File: src/rtl/step_pkg.sv
// rtl/step_pkg.sv - shared FSM encoding, default widths and direction codes for the stepper path
package step_pkg;

  localparam int DELTA_W_DEF  = 16;
  localparam int PERIOD_W_DEF = 24;

  // Direction code seen by the phase driver: 0 walks the phase table forward, 1 in reverse
  localparam logic DIR_POS = 1'b0;
  localparam logic DIR_NEG = 1'b1;

  typedef enum logic [1:0] {
    ST_IDLE = 2'd0,
    ST_LOAD = 2'd1,
    ST_RUN  = 2'd2,
    ST_DONE = 2'd3
  } state_e;

endpackage

File: src/rtl/step_tick_gen.sv
// rtl/step_tick_gen.sv - reloadable down-counter that fires one tick every (reload_val+1) enabled cycles
module step_tick_gen #(
  parameter int PERIOD_W = 24
) (
  input  logic                clk,
  input  logic                rst,
  input  logic                clear,
  input  logic                load,
  input  logic [PERIOD_W-1:0] reload_val,
  input  logic                en,
  output logic                tick
);

  logic [PERIOD_W-1:0] cnt_q, cnt_d;

  assign tick = en && (cnt_q == '0);

  // Clear beats load beats count; a tick reloads so ticks repeat at a fixed spacing
  always_comb begin
    cnt_d = cnt_q;
    if (clear) begin
      cnt_d = '0;
    end else if (load || tick) begin
      cnt_d = reload_val;
    end else if (en) begin
      cnt_d = cnt_q - PERIOD_W'(1);
    end
  end

  // Counter register
  always_ff @(posedge clk) begin
    if (rst) cnt_q <= '0;
    else     cnt_q <= cnt_d;
  end

endmodule

File: src/rtl/step_line_planner.sv
// rtl/step_line_planner.sv - Bresenham XY move planner; STEP_LINE_POS_EN adds pos_x/pos_y position counters
module step_line_planner
  import step_pkg::*;
#(
  parameter int DELTA_W  = DELTA_W_DEF,
  parameter int PERIOD_W = PERIOD_W_DEF
) (
  input  logic                clk,
  input  logic                rst,
  input  logic                cmd_valid,
  output logic                cmd_ready,
  input  logic [DELTA_W-1:0]  cmd_dx,
  input  logic [DELTA_W-1:0]  cmd_dy,
  input  logic [PERIOD_W-1:0] cmd_period,
  input  logic                abort,
  output logic                busy,
  output logic                done,
  output logic                en_x,
  output logic                en_y,
  output logic                dir_x,
  output logic                dir_y,
  output logic                step_x,
  output logic                step_y
`ifdef STEP_LINE_POS_EN
  ,
  output logic [31:0]         pos_x,
  output logic [31:0]         pos_y
`endif
);

  state_e state_q, state_d;

  logic                sign_x_q, sign_x_d, sign_y_q, sign_y_d;
  logic [DELTA_W-1:0]  abs_x_q, abs_x_d, abs_y_q, abs_y_d;
  logic [PERIOD_W-1:0] period_q, period_d;
  logic signed [DELTA_W:0] err_q, err_d;
  logic [DELTA_W-1:0]  rem_q, rem_d;
  logic                step_x_q, step_x_d, step_y_q, step_y_d;

  logic                major_is_x;
  logic [DELTA_W-1:0]  major, minor;
  logic [DELTA_W-1:0]  dx_abs, dy_abs;
  logic signed [DELTA_W:0] err_t;
  logic                minor_step;
  logic                accept;
  logic                tick, tick_ok;

  // Two's-complement negate keeps the most negative delta as its exact magnitude
  assign dx_abs = cmd_dx[DELTA_W-1] ? (~cmd_dx + DELTA_W'(1)) : cmd_dx;
  assign dy_abs = cmd_dy[DELTA_W-1] ? (~cmd_dy + DELTA_W'(1)) : cmd_dy;

  // X wins ties so equal-length diagonals always step X as the major axis
  assign major_is_x = (abs_x_q >= abs_y_q);
  assign major      = major_is_x ? abs_x_q : abs_y_q;
  assign minor      = major_is_x ? abs_y_q : abs_x_q;

  assign accept  = (state_q == ST_IDLE) && cmd_valid && !abort;
  assign tick_ok = tick && !abort;

  step_tick_gen #(.PERIOD_W(PERIOD_W)) u_tick (
    .clk        (clk),
    .rst        (rst),
    .clear      (abort),
    .load       (state_q == ST_LOAD),
    .reload_val (period_q - PERIOD_W'(1)),
    .en         ((state_q == ST_RUN) && (rem_q != '0)),
    .tick       (tick)
  );

  // State register
  always_ff @(posedge clk) begin
    if (rst) state_q <= ST_IDLE;
    else     state_q <= state_d;
  end

  // Next state; RUN lingers one cycle after the last tick so its registered step pulse stays inside RUN
  always_comb begin
    state_d = state_q;
    case (state_q)
      ST_IDLE: if (accept) state_d = ST_LOAD;
      ST_LOAD: begin
        if (abort)            state_d = ST_IDLE;
        else if (major == '0) state_d = ST_DONE;
        else                  state_d = ST_RUN;
      end
      ST_RUN: begin
        if (abort)             state_d = ST_IDLE;
        else if (rem_q == '0)  state_d = ST_DONE;
      end
      default: state_d = ST_IDLE;
    endcase
  end

  // Outputs decoded from state; an abort in DONE withholds the done pulse
  always_comb begin
    cmd_ready = (state_q == ST_IDLE);
    busy      = (state_q == ST_LOAD) || (state_q == ST_RUN);
    done      = (state_q == ST_DONE) && !abort;
    en_x      = busy && (abs_x_q != '0);
    en_y      = busy && (abs_y_q != '0);
    dir_x     = (state_q != ST_IDLE) ? sign_x_q : DIR_POS;
    dir_y     = (state_q != ST_IDLE) ? sign_y_q : DIR_POS;
    step_x    = step_x_q;
    step_y    = step_y_q;
  end

  // Command latch, Bresenham error update and step pulse generation
  always_comb begin
    sign_x_d   = sign_x_q;
    sign_y_d   = sign_y_q;
    abs_x_d    = abs_x_q;
    abs_y_d    = abs_y_q;
    period_d   = period_q;
    err_d      = err_q;
    rem_d      = rem_q;
    step_x_d   = 1'b0;
    step_y_d   = 1'b0;
    minor_step = 1'b0;
    err_t      = err_q - $signed({1'b0, minor});
    if (accept) begin
      sign_x_d = cmd_dx[DELTA_W-1];
      sign_y_d = cmd_dy[DELTA_W-1];
      abs_x_d  = dx_abs;
      abs_y_d  = dy_abs;
      period_d = (cmd_period == '0) ? PERIOD_W'(1) : cmd_period;
    end
    if (state_q == ST_LOAD) begin
      err_d = $signed({1'b0, major >> 1});
      rem_d = major;
    end
    if (tick_ok) begin
      if (err_t < 0) begin
        err_d      = err_t + $signed({1'b0, major});
        minor_step = 1'b1;
      end else begin
        err_d = err_t;
      end
      rem_d    = rem_q - DELTA_W'(1);
      step_x_d = major_is_x || minor_step;
      step_y_d = !major_is_x || minor_step;
    end
  end

  // Datapath registers
  always_ff @(posedge clk) begin
    if (rst) begin
      sign_x_q <= 1'b0;
      sign_y_q <= 1'b0;
      abs_x_q  <= '0;
      abs_y_q  <= '0;
      period_q <= PERIOD_W'(1);
      err_q    <= '0;
      rem_q    <= '0;
      step_x_q <= 1'b0;
      step_y_q <= 1'b0;
    end else begin
      sign_x_q <= sign_x_d;
      sign_y_q <= sign_y_d;
      abs_x_q  <= abs_x_d;
      abs_y_q  <= abs_y_d;
      period_q <= period_d;
      err_q    <= err_d;
      rem_q    <= rem_d;
      step_x_q <= step_x_d;
      step_y_q <= step_y_d;
    end
  end

`ifdef STEP_LINE_POS_EN
  logic [31:0] pos_x_q, pos_x_d, pos_y_q, pos_y_d;

  // Position moves at the same edge that raises the step pulse, so it changes with the pulse
  always_comb begin
    pos_x_d = pos_x_q;
    pos_y_d = pos_y_q;
    if (step_x_d) pos_x_d = sign_x_q ? (pos_x_q - 32'd1) : (pos_x_q + 32'd1);
    if (step_y_d) pos_y_d = sign_y_q ? (pos_y_q - 32'd1) : (pos_y_q + 32'd1);
  end

  // Position registers survive moves and aborts
  always_ff @(posedge clk) begin
    if (rst) begin
      pos_x_q <= '0;
      pos_y_q <= '0;
    end else begin
      pos_x_q <= pos_x_d;
      pos_y_q <= pos_y_d;
    end
  end

  assign pos_x = pos_x_q;
  assign pos_y = pos_y_q;
`endif

endmodule

File: config.mk
export PLATFORM = sky130hd
export DESIGN_NAME = step_line_planner
export DESIGN_NICKNAME = d
export VERILOG_FILES = /design/src/rtl/step_pkg.sv /design/src/rtl/step_tick_gen.sv /design/src/rtl/step_line_planner.sv
export SDC_FILE = /design/constraint.sdc
export NUM_CORES = 1
export LEC_CHECK = 0
export ABC_AREA = 1
export CAP_MARGIN = 20
export CORE_MARGIN = 10
export CORE_UTILIZATION = 40
export CTS_CLUSTER_SIZE = 12
export DETAILED_ROUTE_END_ITERATION = 10
export GPL_TIMING_DRIVEN = 0
export SLEW_MARGIN = 30
export SYNTH_ARGS = -nofsm -noshare
export SYNTH_HDL_FRONTEND = slang
export SYNTH_SLANG_ARGS = --single-unit
File: constraint.sdc
create_clock -name clk -period 6.5 [get_ports clk]
set_input_delay 1.3 -clock clk [delete_from_list [all_inputs] [get_ports clk]]
set_output_delay 1.3 -clock clk [all_outputs]
set_load 0.05 [all_outputs]
==> impl_metrics.csv, run 1 <==
group,metric,value,unit
cts,cts_tree,"yes",
critical_path,r2r_slack,0.70,ns
critical_path,reg2reg_to,"err_q[11]",
cts,numCtsBuffers,17,
yosys,post_synth_num_cell_types,49,
cts,post_cts_buffers,0,
cts,cts_max_level,4,
route,viasPerCell,5.29,
critical_path,path_common_cell,"nand2_1",
die,die_h,172,µm
yosys,ys.flop_type,"dfxtp_1",
critical_path,cp-endpoint,"err_q[11]",
cts,clock-sinks,119,
route,drc_errors,0,
timing,slew_headroom,43.1,%
die,die_x,172,µm
placement,port_buffers,68,
yosys,syn-cell-area,9290,µm²
placement,routabilityCongestion,0.946,
timing,tns,0,ns
cts,worst_skew_pair.late_latency,0.43,ns
critical_path,crit_fanout,10,
critical_path,startpoint,"abs_y_q[3]",
route,drtIter0Drc,690,
finish,drive_gt1_share,5.71,%
cts,cts_hold_buffers,0,
yosys,syn-num-nets,1579,
finish,diodes,0,
critical_path,cpPeakStageDelay,0.47,ns
cts,clockBufferDepth,2,
die,dieArea,29700,µm²
timing,slew_viol_final,0,
die,initial_core_util,40.8,%
critical_path,cp_num_cells,28,
grt,track_usage,21.6,%
critical_path,worstReg2RegStart,"abs_y_q[3]",
timing,hold_violations,0,
critical_path,cp-start-kind,"flip-flop",
critical_path,cp_num_buf_inv,4,
critical_path,crit_family,"compound AO/OA/AOI/OAI gates",
timing,worst_slew_pin_slew,0.854,ns
yosys,yosys.area.top_type,"dfxtp_1",
yosys,seq_area_frac_synth,25.6,%
yosys,synth_edf_count,0,
die,rows,55,
run_status,status,"completed",
yosys,syn_inst,1460,
critical_path,worstPathRequired,6.86,ns
timing,period_needed,5.80,ns
yosys,synth_seq_cells,119,
timing,clock_skew,0.0112,ns
timing,fmax,0.172,GHz
yosys,synthTopCellsByArea,"dfxtp_1 (26%), nand2_1 (12%), inv_1 (8.1%), ha_1 (7.7%), o21ai_0 (7.6%)",
worst_hold_path,worst_hold_startpoint,"err_q[15]",
cts,cts-root-buf,"clkbuf_16",
timing,rsz0062_at_grt,"no",
grt,overflow,0,
critical_path,worstSetupPathType,"reg2reg",
job,max-cap-violations,0,
cts,clk_pin_slew_worst_paths,0.06,ns
finish,num-nets-final,1666,
route,vias,9912,
finish,areaGrowthSynthToFinish,18.0,%
yosys,synth_top_area_share,25.6,%
critical_path,worstSetupEndpointType,"flip-flop",
route,wl,31700,µm
route,first_pass_iters,5,
die,coreArea,22800,µm²
critical_path,worstRegToRegCells,28,
placement,post-dp-hpwl,25200,µm
yosys,async_flop_share,0,%
timing,setup_viol,0,
grt,grt_max_degree,17,
yosys,postSynthAreaPerCell,6.36,µm²
yosys,synth_warnings,0,
critical_path,cp.arrival,6.16,ns
timing,layout_worst_path_cycle_share,89.3,%
route,avgRoutedWirePerCell,16.9,µm
grt,antenna_found_initial,0,
critical_path,crit_path_top_delay_cell,"a21boi_0",
grt,grt_pass1_wl,50600,µm
worst_hold_path,hold_path_class,"reg2reg",
grt,grt_pass1_vias,9397,
route,postRouteAntennaNets,0,
die,ios,69,
cts,cts_resized,0,
-- logic make-up after synthesis --
group | after synthesis | synth area share (%)
AND/OR/NAND/NOR | 635 | 30.0
AO/OA/AOI/OAI | 327 | 19.5
buffers and inverters | 259 | 11.0
flip-flops | 119 | 25.6
XOR/XNOR | 61 | 5.75
adder cells (fa/ha/maj) | 59 | 8.11
-- layout make-up --
type | instances | area (µm²)
plain buffers | 55 | 255
clock buffers | 17 | 425
clock inverters | 15 | 179
fillers | 2379 | 11800
inverters | 204 | 766
multi-input cells | 1082 | 5890
flip-flops and latches | 119 | 2380
well taps | 313 | 392
repair buffers | 68 | 681
-- state kept, by name (all words and copies together) (netlist names) --
signal,flops
abs_x_q,16
sign_x_q,1
abs_y_q,16
step_y,1
sign_y_q,1
rem_q,16
u_tick.cnt_q,24
period_q,24
state_q,2
step_x,1
err_q,17
-- metal layers --
layer | track usage (%) | routed length, µm | up-vias
met5 | 0 | 0 | -
met4 | 5.58 | 490 | 0
met3 | 4.72 | 2200 | 43
met2 | 33.3 | 13800 | 319
met1 | 29.8 | 15300 | 4574
li1 | - | - | 4976
-- cells in the final DEF (no fill, tap or decap), types with 5 or more instances in the layout --
master           count
nor2_1             149
a21oi_1            111
nand2_1            299
inv_6                7
or2_2                7
nand3_1             84
ha_1                57
buf_2                6
buf_6                5
nand3b_1            18
xnor2_1             23
nand2_2             21
o21ai_0            142
o221ai_1             5
nor2_2               5
nor3_1              20
a31oi_1             23
nor4_1              11
o211ai_1             8
clkbuf_1            40
inv_1              200
clkdlybuf4s50_1     68
clkbuf_16           17
xor2_1              38
nand4_1             11
a211oi_1             8
o21bai_1             5
nor2_4               6
dfxtp_1            119
-- metrics by stage --
stage	util [%]	area, µm²	hold slack (ns)	std cells	setup WS [ns]
finish	48.1	11000	0.477	1873	0.695
global route	48.1	11000	0.494	1873	0.0661
CTS	48.1	11000	0.475	1873	0.797
detailed placement	45.5	10400	0.467	1841	0.813
global placement	45.5	10400	0.458	1841	0.806
floorplan	-	9290	0.440	1460	1.98
-- worst min path at each step --
stage	end	slack, ns	cells after the start
after floorplan	period_q[1]	0.44	2
after global placement	period_q[6]	0.46	2
after detailed placement	sign_y_q	0.47	2
after CTS	sign_y_q	0.47	2
after global routing	period_q[7]	0.49	2
final	err_q[15]	0.48	2
-- cells in the mapped netlist (18+ instances only) --
| cell | n |
|---|---|
| inv_1 | 200 |
| ha_1 | 57 |
| dfxtp_1 | 119 |
| o21ai_0 | 142 |
| clkbuf_1 | 40 |
| a31oi_1 | 23 |
| nand2_1 | 299 |
| a21oi_1 | 111 |
| nor3_1 | 20 |
| xnor2_1 | 23 |
| xor2_1 | 38 |
| nand3_1 | 84 |
| nor2_1 | 149 |
| nand3b_1 | 18 |
| nand2_2 | 21 |
-- tightest hold or removal path, cell delays in order, from the launching register on --
cell and delay (ns):
dfxtp_1 0.32, nand2_1 0.06, a21oi_1 0.05
Power of run 1 is left out: the tool's default activity adds up to more than one toggle a clock period on the data nets, which glitch-free logic cannot reach.
==> run 2: changes to the inputs <==
--- a/config.mk
+++ b/config.mk
@@ -15,4 +15,5 @@
 export SLEW_MARGIN = 30
 export SYNTH_ARGS = -nofsm -noshare
 export SYNTH_HDL_FRONTEND = slang
+export SYNTH_HIERARCHICAL = 1
 export SYNTH_SLANG_ARGS = --single-unit
==> run 2 against run 1 <==
Global-route usage fell by 1.7 points. Synthesized cell count rose by 0.41%. Final area rose by 1.8%. Largest cell class unchanged.
==> impl_metrics.csv, run 2 <==
group,metric,value,unit
yosys,syn-num-nets,1587,
yosys,synth-compound-area-share,18.7,%
timing,rsz0062_at_grt,"no",
critical_path,crit_path_top_delay_cell,"dfxtp_1",
yosys,synthTopCellsByArea,"dfxtp_1 (25%), nand2_1 (12%), ha_1 (7.8%), inv_1 (7.8%), a21oi_1 (7.0%)",
cts,cts_tree,"yes",
worst_hold_path,min_path_cells,2,
yosys,postSynthAreaPerCell,6.46,µm²
yosys,async_flop_share,0,%
die,coreArea,23400,µm²
route,postRouteAntennaNets,0,
finish,most-common-layout-cells,"nand2_1 (302), inv_1 (196), nor2_1 (134)",
die,initial_core_util,40.5,%
timing,layout_worst_path_cycle_share,85.8,%
timing,slew_viol_final,0,
yosys,synth_top_family_by_area,"simple AND/OR/NAND/NOR gates",
finish,diodes,0,
placement,port_buffers,67,
critical_path,path_common_cell,"nand2_1",
yosys,syn_inst,1466,
route,viasPerCell,5.21,
yosys,seq_area_frac_synth,25.2,%
cts,clk_pin_slew_worst_paths,0.06,ns
yosys,yosys.area.top_type,"dfxtp_1",
timing,fmax,0.179,GHz
yosys,syn-cell-area,9470,µm²
cts,clock-sinks,119,
cts,clockBufferDepth,2,
die,rows,56,
route,vias,9820,
worst_hold_path,holdPathEnd,"sign_x_q",
route,wl,30500,µm
job,max-cap-violations,0,
timing,setup_viol,0,
yosys,synth_seq_cells,119,
critical_path,cpPeakStageDelay,0.42,ns
grt,grt_max_degree,17,
finish,fillers,2573,
timing,hold_violations,0,
grt,grt_pass1_vias,9451,
critical_path,cp.arrival,5.89,ns
timing,tns,0,ns
worst_hold_path,hold_path_class,"reg2reg",
route,drc_errors,0,
cts,cts_resized,0,
critical_path,worstSetupPathType,"reg2reg",
timing,clock_skew,0.0124,ns
critical_path,worstSetupEndpointType,"flip-flop",
placement,post-dp-hpwl,24300,µm
yosys,synthSimpleGateAreaFrac,30.0,%
run_status,status,"completed",
placement,routabilityCongestion,0.920,
critical_path,r2r_slack,0.92,ns
route,first_pass_iters,5,
cts,cts_hold_buffers,0,
yosys,post_synth_fa_ha_maj_area_fraction,8.22,%
grt,overflow,0,
finish,areaGrowthSynthToFinish,17.9,%
cts,cts_max_level,4,
route,avgRoutedWirePerCell,16.2,µm
cts,cts-root-buf,"clkbuf_16",
die,dieArea,30200,µm²
critical_path,startpoint,"abs_y_q[15]",
yosys,synth_warnings,6,
finish,top_regs,"period_q x24, u_tick/cnt_q x24, err_q x17",
yosys,ys.flop_type,"dfxtp_1",
yosys,synth_common_cells,"nand2_1 (302), inv_1 (196), nor2_1 (134), a21oi_1 (133), o21ai_0 (120)",
yosys,synth_xor_area_share,7.40,%
worst_hold_path,worst_hold_startpoint,"sign_x_q",
finish,drive_gt1_share,6.39,%
grt,antenna_found_initial,0,
cts,worst_skew_pair.late_latency,0.43,ns
grt,grt_pass1_wl,49400,µm
finish,num-nets-final,1673,
cts,post_cts_buffers,0,
die,ios,69,
finish,final_util,47.7,%
die,die_x,174,µm
route,drtIter0Drc,758,
yosys,synth.most_common_cell,"nand2_1",
critical_path,worstPathRequired,6.81,ns
critical_path,crit_fanout,10,
finish,final_common_cell,"nand2_1",
cts,numCtsBuffers,17,
timing,worst_slew_pin_slew,0.748,ns
timing,slew_headroom,49.9,%
yosys,synth_top_area_share,25.2,%
die,die_h,174,µm
critical_path,reg2reg_to,"err_q[13]",
yosys,post_synth_num_cell_types,52,
critical_path,cp-start-kind,"flip-flop",
yosys,muxShareOfSynthArea,0,%
yosys,synth_edf_count,0,
timing,period_needed,5.58,ns
grt,track_usage,19.9,%
critical_path,worstReg2RegStart,"abs_y_q[15]",
critical_path,worstRegToRegCells,32,
-- run 2: worst max path at each step --
stage                end  slack (ns)  cells after the start
2_1_floorplan  err_q[13]        2.01                     31
3_3_place_gp   err_q[13]        1.05                     29
6_report       err_q[13]        0.92                     32
5_1_grt        err_q[13]        0.32                     32
4_1_cts        err_q[13]        0.98                     32
3_5_place_dp   err_q[13]        1.02                     32
-- run 2: through the flow --
step	std cells	instance area [µm²]	hold WS (ns)	setup WS, ns
floorplan	1466	9470	0.436	2.01
global placement	1852	10500	0.452	1.05
detailed placement	1852	10500	0.461	1.02
CTS	1884	11200	0.475	0.978
global route	1884	11200	0.485	0.318
finish	1884	11200	0.470	0.920
-- run 2: metal layers --
| metal | routed length (µm) | track usage [%] | vias up |
|---|---|---|---|
| met5 | 0 | 0 | - |
| met1 | 14300 | 26.5 | 4519 |
| met3 | 1610 | 3.40 | 49 |
| met4 | 665 | 6.63 | 0 |
| li1 | - | - | 5003 |
| met2 | 13900 | 32.0 | 249 |
-- run 2: worst max-delay path, delay by kind of cell (launching register included) --
family / cells / cell delay, ns
adder cells (fa/ha/maj): 3 / 1.04
AND/OR/NAND/NOR: 19 / 2.20
flip-flops: 1 / 0.42
buffers and inverters: 4 / 0.72
AO/OA/AOI/OAI: 5 / 0.92
XOR/XNOR: 1 / 0.17
-- run 2: cells by family after synthesis --
kind of cell,count (synthesis)
fa+ha+maj,61
simple gates,630
flops,119
xor+xnor,80
compound gates,324
buf+inv,252
-- run 2: area by class of cell --
type | instances | area [µm²] | share of cell area [%]
Sequential cell | 119 | 2380 | 21.3
Timing Repair Buffer | 67 | 671 | 6.01
Inverter | 205 | 774 | 6.94
Tap cell | 319 | 399 | 3.58
Clock buffer | 20 | 447 | 4.00
Clock inverter | 12 | 176 | 1.58
Buffer | 47 | 224 | 2.01
Multi-Input combinational cell | 1095 | 6090 | 54.5
Power of run 2 is left out for the same reason.
